===== config.mk =====
export PLATFORM = sky130hd
export DESIGN_NAME = cv32e41s_mult_arbiter
export DESIGN_NICKNAME = d
export VERILOG_FILES = /design/src/rtl/cv32e41s_mult_arbiter.sv
export SDC_FILE = /design/constraint.sdc
export NUM_CORES = 1
export LEC_CHECK = 0
export CAP_MARGIN = 20
export CELL_PAD_IN_SITES_DETAIL_PLACEMENT = 0
export CELL_PAD_IN_SITES_GLOBAL_PLACEMENT = 1
export CORE_ASPECT_RATIO = 1.75
export CORE_UTILIZATION = 30
export DETAILED_ROUTE_END_ITERATION = 16
export GPL_TIMING_DRIVEN = 0
export PLACE_DENSITY = 0.88
export SYNTH_ARGS = -nofsm -noshare
export SYNTH_HDL_FRONTEND = slang
export SYNTH_SLANG_ARGS = --single-unit

===== constraint.sdc =====
create_clock -name clk -period 8.91 [get_ports clk]
set_input_delay 1.782 -clock clk [delete_from_list [all_inputs] [get_ports clk]]
set_output_delay 1.782 -clock clk [all_outputs]
set_load 0.05 [all_outputs]

===== src/rtl/cv32e41s_mult_arbiter.sv =====
// Round-robin arbiter sharing one cv32e41s_mult datapath between NUM_REQ requesters.
// Optional: define CV32E41S_MULT_ARB_BYPASS_EN to return a result in its completion cycle.
package cv32e41s_mult_arbiter_pkg;
   typedef enum logic [1:0] {
      MUL_M32 = 2'b00,
      MUL_H   = 2'b11
   } mul_opcode_e;
endpackage

module cv32e41s_mult_arbiter
   import cv32e41s_mult_arbiter_pkg::*;
#(
   parameter int unsigned NUM_REQ = 2,
   parameter int unsigned ID_W    = $clog2(NUM_REQ)
) (
   input  logic               clk,
   input  logic               rst,
   input  logic [NUM_REQ-1:0] req_valid_i,
   output logic [NUM_REQ-1:0] req_ready_o,
   input  mul_opcode_e        req_operator_i    [NUM_REQ],
   input  logic [1:0]         req_signed_mode_i [NUM_REQ],
   input  logic [31:0]        req_op_a_i        [NUM_REQ],
   input  logic [31:0]        req_op_b_i        [NUM_REQ],
   input  logic [NUM_REQ-1:0] req_kill_i,
   output logic               rsp_valid_o,
   input  logic               rsp_ready_i,
   output logic [ID_W-1:0]    rsp_id_o,
   output logic [31:0]        rsp_result_o,
   output logic               mul_valid_o,
   output mul_opcode_e        mul_operator_o,
   output logic [1:0]         mul_signed_mode_o,
   output logic [31:0]        mul_op_a_o,
   output logic [31:0]        mul_op_b_o,
   input  logic [31:0]        mul_result_i,
   input  logic               mul_valid_i,
   input  logic               mul_ready_i,
   output logic               mul_ready_o,
   output logic               busy_o
);

   localparam int unsigned DATA_W = 32;

   typedef enum logic [1:0] {
      IDLE = 2'b00,
      BUSY = 2'b01,
      RESP = 2'b10
   } state_e;

   state_e              state_q, state_d;
   logic [ID_W-1:0]     rr_ptr_q, rr_ptr_d;
   logic [ID_W-1:0]     id_q, id_d;
   mul_opcode_e         operator_q, operator_d;
   logic [1:0]          mode_q, mode_d;
   logic [DATA_W-1:0]   op_a_q, op_a_d;
   logic [DATA_W-1:0]   op_b_q, op_b_d;
   logic [DATA_W-1:0]   result_q, result_d;

   logic [NUM_REQ-1:0]  eligible;
   logic [ID_W-1:0]     grant_id;
   logic                kill_owner;

   // First eligible requester scanning upward from ptr, wrapping modulo NUM_REQ.
   function automatic logic [ID_W-1:0] rr_pick(input logic [NUM_REQ-1:0] elig,
                                                 input logic [ID_W-1:0]    ptr);
      logic [ID_W-1:0] pick;
      logic            found;
      int unsigned     idx;
      pick  = ptr;
      found = 1'b0;
      for (int unsigned k = 0; k < NUM_REQ; k++) begin
         idx = (32'(ptr) + k) % NUM_REQ;
         if (!found && elig[ID_W'(idx)]) begin
            found = 1'b1;
            pick  = ID_W'(idx);
         end
      end
      return pick;
   endfunction

   always_comb begin
      state_d      = state_q;
      rr_ptr_d     = rr_ptr_q;
      id_d         = id_q;
      operator_d   = operator_q;
      mode_d       = mode_q;
      op_a_d       = op_a_q;
      op_b_d       = op_b_q;
      result_d     = result_q;
      req_ready_o  = '0;
      mul_valid_o  = 1'b0;
      mul_ready_o  = 1'b0;
      rsp_valid_o  = 1'b0;
      rsp_result_o = result_q;
      eligible     = req_valid_i & ~req_kill_i;
      grant_id     = rr_pick(eligible, rr_ptr_q);
      kill_owner   = req_kill_i[id_q];

      unique case (state_q)
         IDLE: begin
            // Grants are suppressed while reset is held so every output reads 0.
            if ((|eligible) && !rst) begin
               req_ready_o[grant_id] = 1'b1;
               id_d       = grant_id;
               operator_d = req_operator_i[grant_id];
               mode_d     = req_signed_mode_i[grant_id];
               op_a_d     = req_op_a_i[grant_id];
               op_b_d     = req_op_b_i[grant_id];
               rr_ptr_d   = ID_W'((32'(grant_id) + 32'd1) % NUM_REQ);
               state_d    = BUSY;
            end
         end
         BUSY: begin
            // Dropping valid on kill resets the multiplier sequence in the same cycle.
            mul_valid_o = !kill_owner;
            mul_ready_o = 1'b1;
            if (kill_owner) begin
               state_d = IDLE;
            end else if (mul_valid_i) begin
               result_d = mul_result_i;
`ifdef CV32E41S_MULT_ARB_BYPASS_EN
               if (rsp_ready_i) begin
                  rsp_valid_o  = 1'b1;
                  rsp_result_o = mul_result_i;
                  state_d      = IDLE;
               end else begin
                  state_d = RESP;
               end
`else
               state_d = RESP;
`endif
            end
         end
         RESP: begin
            rsp_valid_o = !kill_owner;
            if (kill_owner || rsp_ready_i) begin
               state_d = IDLE;
            end
         end
         default: state_d = IDLE;
      endcase
   end

   always_ff @(posedge clk or posedge rst) begin
      if (rst) begin
         state_q    <= IDLE;
         rr_ptr_q   <= '0;
         id_q       <= '0;
         operator_q <= MUL_M32;
         mode_q     <= '0;
         op_a_q     <= '0;
         op_b_q     <= '0;
         result_q   <= '0;
      end else begin
         state_q    <= state_d;
         rr_ptr_q   <= rr_ptr_d;
         id_q       <= id_d;
         operator_q <= operator_d;
         mode_q     <= mode_d;
         op_a_q     <= op_a_d;
         op_b_q     <= op_b_d;
         result_q   <= result_d;
      end
   end

   assign rsp_id_o          = id_q;
   assign mul_operator_o    = operator_q;
   assign mul_signed_mode_o = mode_q;
   assign mul_op_a_o        = op_a_q;
   assign mul_op_b_o        = op_b_q;
   assign busy_o            = (state_q != IDLE);

   a_ready_onehot0: assert property (@(posedge clk) disable iff (rst)
      $onehot0(req_ready_o));

   a_operands_stable: assert property (@(posedge clk) disable iff (rst)
      (state_q == BUSY && state_d == BUSY) |=>
         $stable({mul_operator_o, mul_signed_mode_o, mul_op_a_o, mul_op_b_o}));

   a_mul_ready_idle: assert property (@(posedge clk) disable iff (rst)
      !mul_valid_o |-> mul_ready_i);

endmodule


==> qor.txt <==
Ys Warns - 0
RSZ-0062 raised after global routing - no
DR pass1 iterations - 4
Die X-Extent - 96.4 um
vias per cell - 5.33
CTS Buf Count - 9
Resize count post-CTS - 0
CP max stage cell - clkdlybuf4s50_1
Peak Freq - 0.160 GHz
Slew @ Worst Pin - 757 ps
core area - 15,300 um2
n_diodes - 0
Final #Nets - 807
Layout Skew - 11.1 ps
Post-Syn Nets - 513
worst reg-to-reg path cell count - 5
worst-skew pair later-pin latency - 350 ps
post-synthesis sequential area ratio - 55.6%
IO Port Bufs - 282
cell count of the worst hold path - 1
I/O pin cnt - 284
Lkg Pwr - 3.15 nW
critical path peak fanout - 10
initial antenna violation count - 1
critical path's top delay family - buffers and inverters
total clock sinks - 104
number of global-route vias before repair - 4,671
crit-path max cell delay - 810 ps
synth top area cells - dfrtp_1 (56%), a221o_1 (15%), nor4b_1 (13%)
post-synthesis cell area - 4680 um2
minimum clock period - 6270 ps
Yosys cell types - 24
fin crit share - 70.4%
vias - 4,370
Worst EP required - 7130 ps
Mapped Cells - 336
WL final - 16,600 um
Crit path depth - 6
WL per Instance - 20.3 um
Final Wtd Congestion - 0.803
global-route wire length before repair - 24,800 um
Max-slew headroom - 49.5%
layout cells sized above 1 - 6.15%
CP Cell Sequence - clkdlybuf4s50_1, or3_1, buf_6, a311oi_4, buf_6, clkdlybuf4s50_1
cell accounting for the most synthesized area - dfrtp_1
total track usage - 20.3%
area growth from synthesis to layout - 71.9%
postcts setup bufs - 0
Clock Path Buffers - 2
Final Hold Viols - 0
die area - 16,100 um2
Synth async-reset ratio - 100%
Hold Buf Count CTS - 0
worst IR drop on VDD - 0.112 mV
row count - 60
Max Cap Viol - 0
top cells by count, synth - dfrtp_1 (104), a221o_1 (68), nor4b_1 (68)
H-tree depth - 3
post-route ant nets - 0
Root Buffer - clkbuf_16
Bufs and invs on worst path - 4
Post-synth top flop - dfrtp_1
DRC violations left - 0
CP endpoint kind - output port
DR iter-0 viols - 121
Yosys top cell area share - 55.6%
post-DP HPWL - 12,700 um
TritonCTS clock tree - yes
Util after Layout - 52.5%
total power - 2.35 mW
Die Y - 167 um
#FFs+latches synth - 104
syn_area_per_cell - 13.9 um2
Finish-stage setup viols - 0
remaining global-route overflow - 0
crit path kind - in -> out
largest net degree at the start of global routing - 62
CP startpoint kind - primary input
pwr/cell area - 292 nW/um2
status - finished, final reports clean
max-slew violation count - 0
Setup TNS - 0 ps
critical path arrival - 4490 ps
Hold Crit Class - reg -> reg
Initial Util - 30.5%
most frequent cell after synthesis - dfrtp_1
clock-pin slew on the worst setup and hold paths - 70 ps
Post-synth EDFFs - 0
-- area by class of cell --
type,count,area [um2]
tap,186,233
clock inverter,6,53.8
inverter,3,13.8
buffer,41,272
sequential,104,2600
fill,1367,7270
timing repair buffer,283,2850
clock buffer,9,225
multi-input combinational,188,1790
-- logic make-up (layout without fill, tap and decap cells) --
| logic type | Yosys count | count (layout) | synth area share [%] |
|---|---|---|---|
| AOI/OAI and AO/OA | 74 | 74 | 15.8 |
| muxes | 34 | 34 | 8.16 |
| DFF | 104 | 104 | 55.6 |
| and+or+nand+nor | 80 | 80 | 14.4 |
| buffers and inverters | 44 | 342 | 6.04 |
-- layout by cell type, fill, tap and decap left out, types with 2 or more instances in the layout --
master / instances
clkdlybuf4s50_1: 282
dfrtp_1: 104
nor4b_1: 68
a221o_1: 68
mux2_1: 33
clkbuf_1: 19
buf_6: 15
clkbuf_16: 9
buf_2: 4
a21o_1: 3
buf_1: 3
clkinvlp_4: 3
nand2b_1: 2
inv_1: 2
nor3b_1: 2
inv_8: 2
-- through the flow --
stage	area, um2	instances	hold WS (ps)	setup slack (ps)
2_1_floorplan	4680	336	545	3550
4_1_cts	8040	820	496	2570
3_3_place_gp	7730	804	472	2600
5_1_grt	8040	820	506	2490
3_5_place_dp	7760	805	481	2580
6_report	8040	820	491	2640
-- state kept, by name, summed over array words and instances (netlist names) --
register / flops
rsp_id_o: 1
state_q: 2
mul_op_a_o: 32
mul_signed_mode_o: 2
mul_operator_o: 2
rsp_result_o: 32
rr_ptr_q: 1
mul_op_b_o: 32
-- report_power, final --
part | leakage [nW] | internal [mW] | switching (mW)
sequential | 1.28 | 0.632 | 0.0911
combinational | 1.74 | 0.464 | 0.775
clock | 0.128 | 0.193 | 0.192
-- per-layer routing --
metal  GRT usage (%)  up-vias  share of wire [%]
li1                -     1962                  -
met1            21.2     2140                 35
met2            36.8      217                 52
met3            5.22       49                7.7
met4            9.40        2                4.4
met5               0        -               0.11
-- path summary, 6_finish.rpt --
path                                     endpoint        startpoint  slack [ps]
worst max-delay path               req_ready_o[0]               rst        2640
worst min-delay path             rsp_result_o[21]  rsp_result_o[21]         490
worst max register to register     mul_op_a_o[28]          rr_ptr_q        6650
worst min register to register   rsp_result_o[21]  rsp_result_o[21]         490
max in group asynchronous       mul_operator_o[1]               rst        6320
min in group asynchronous           mul_op_b_o[3]               rst        1910
No activity file was read; power rests on OpenSTA's default activity.
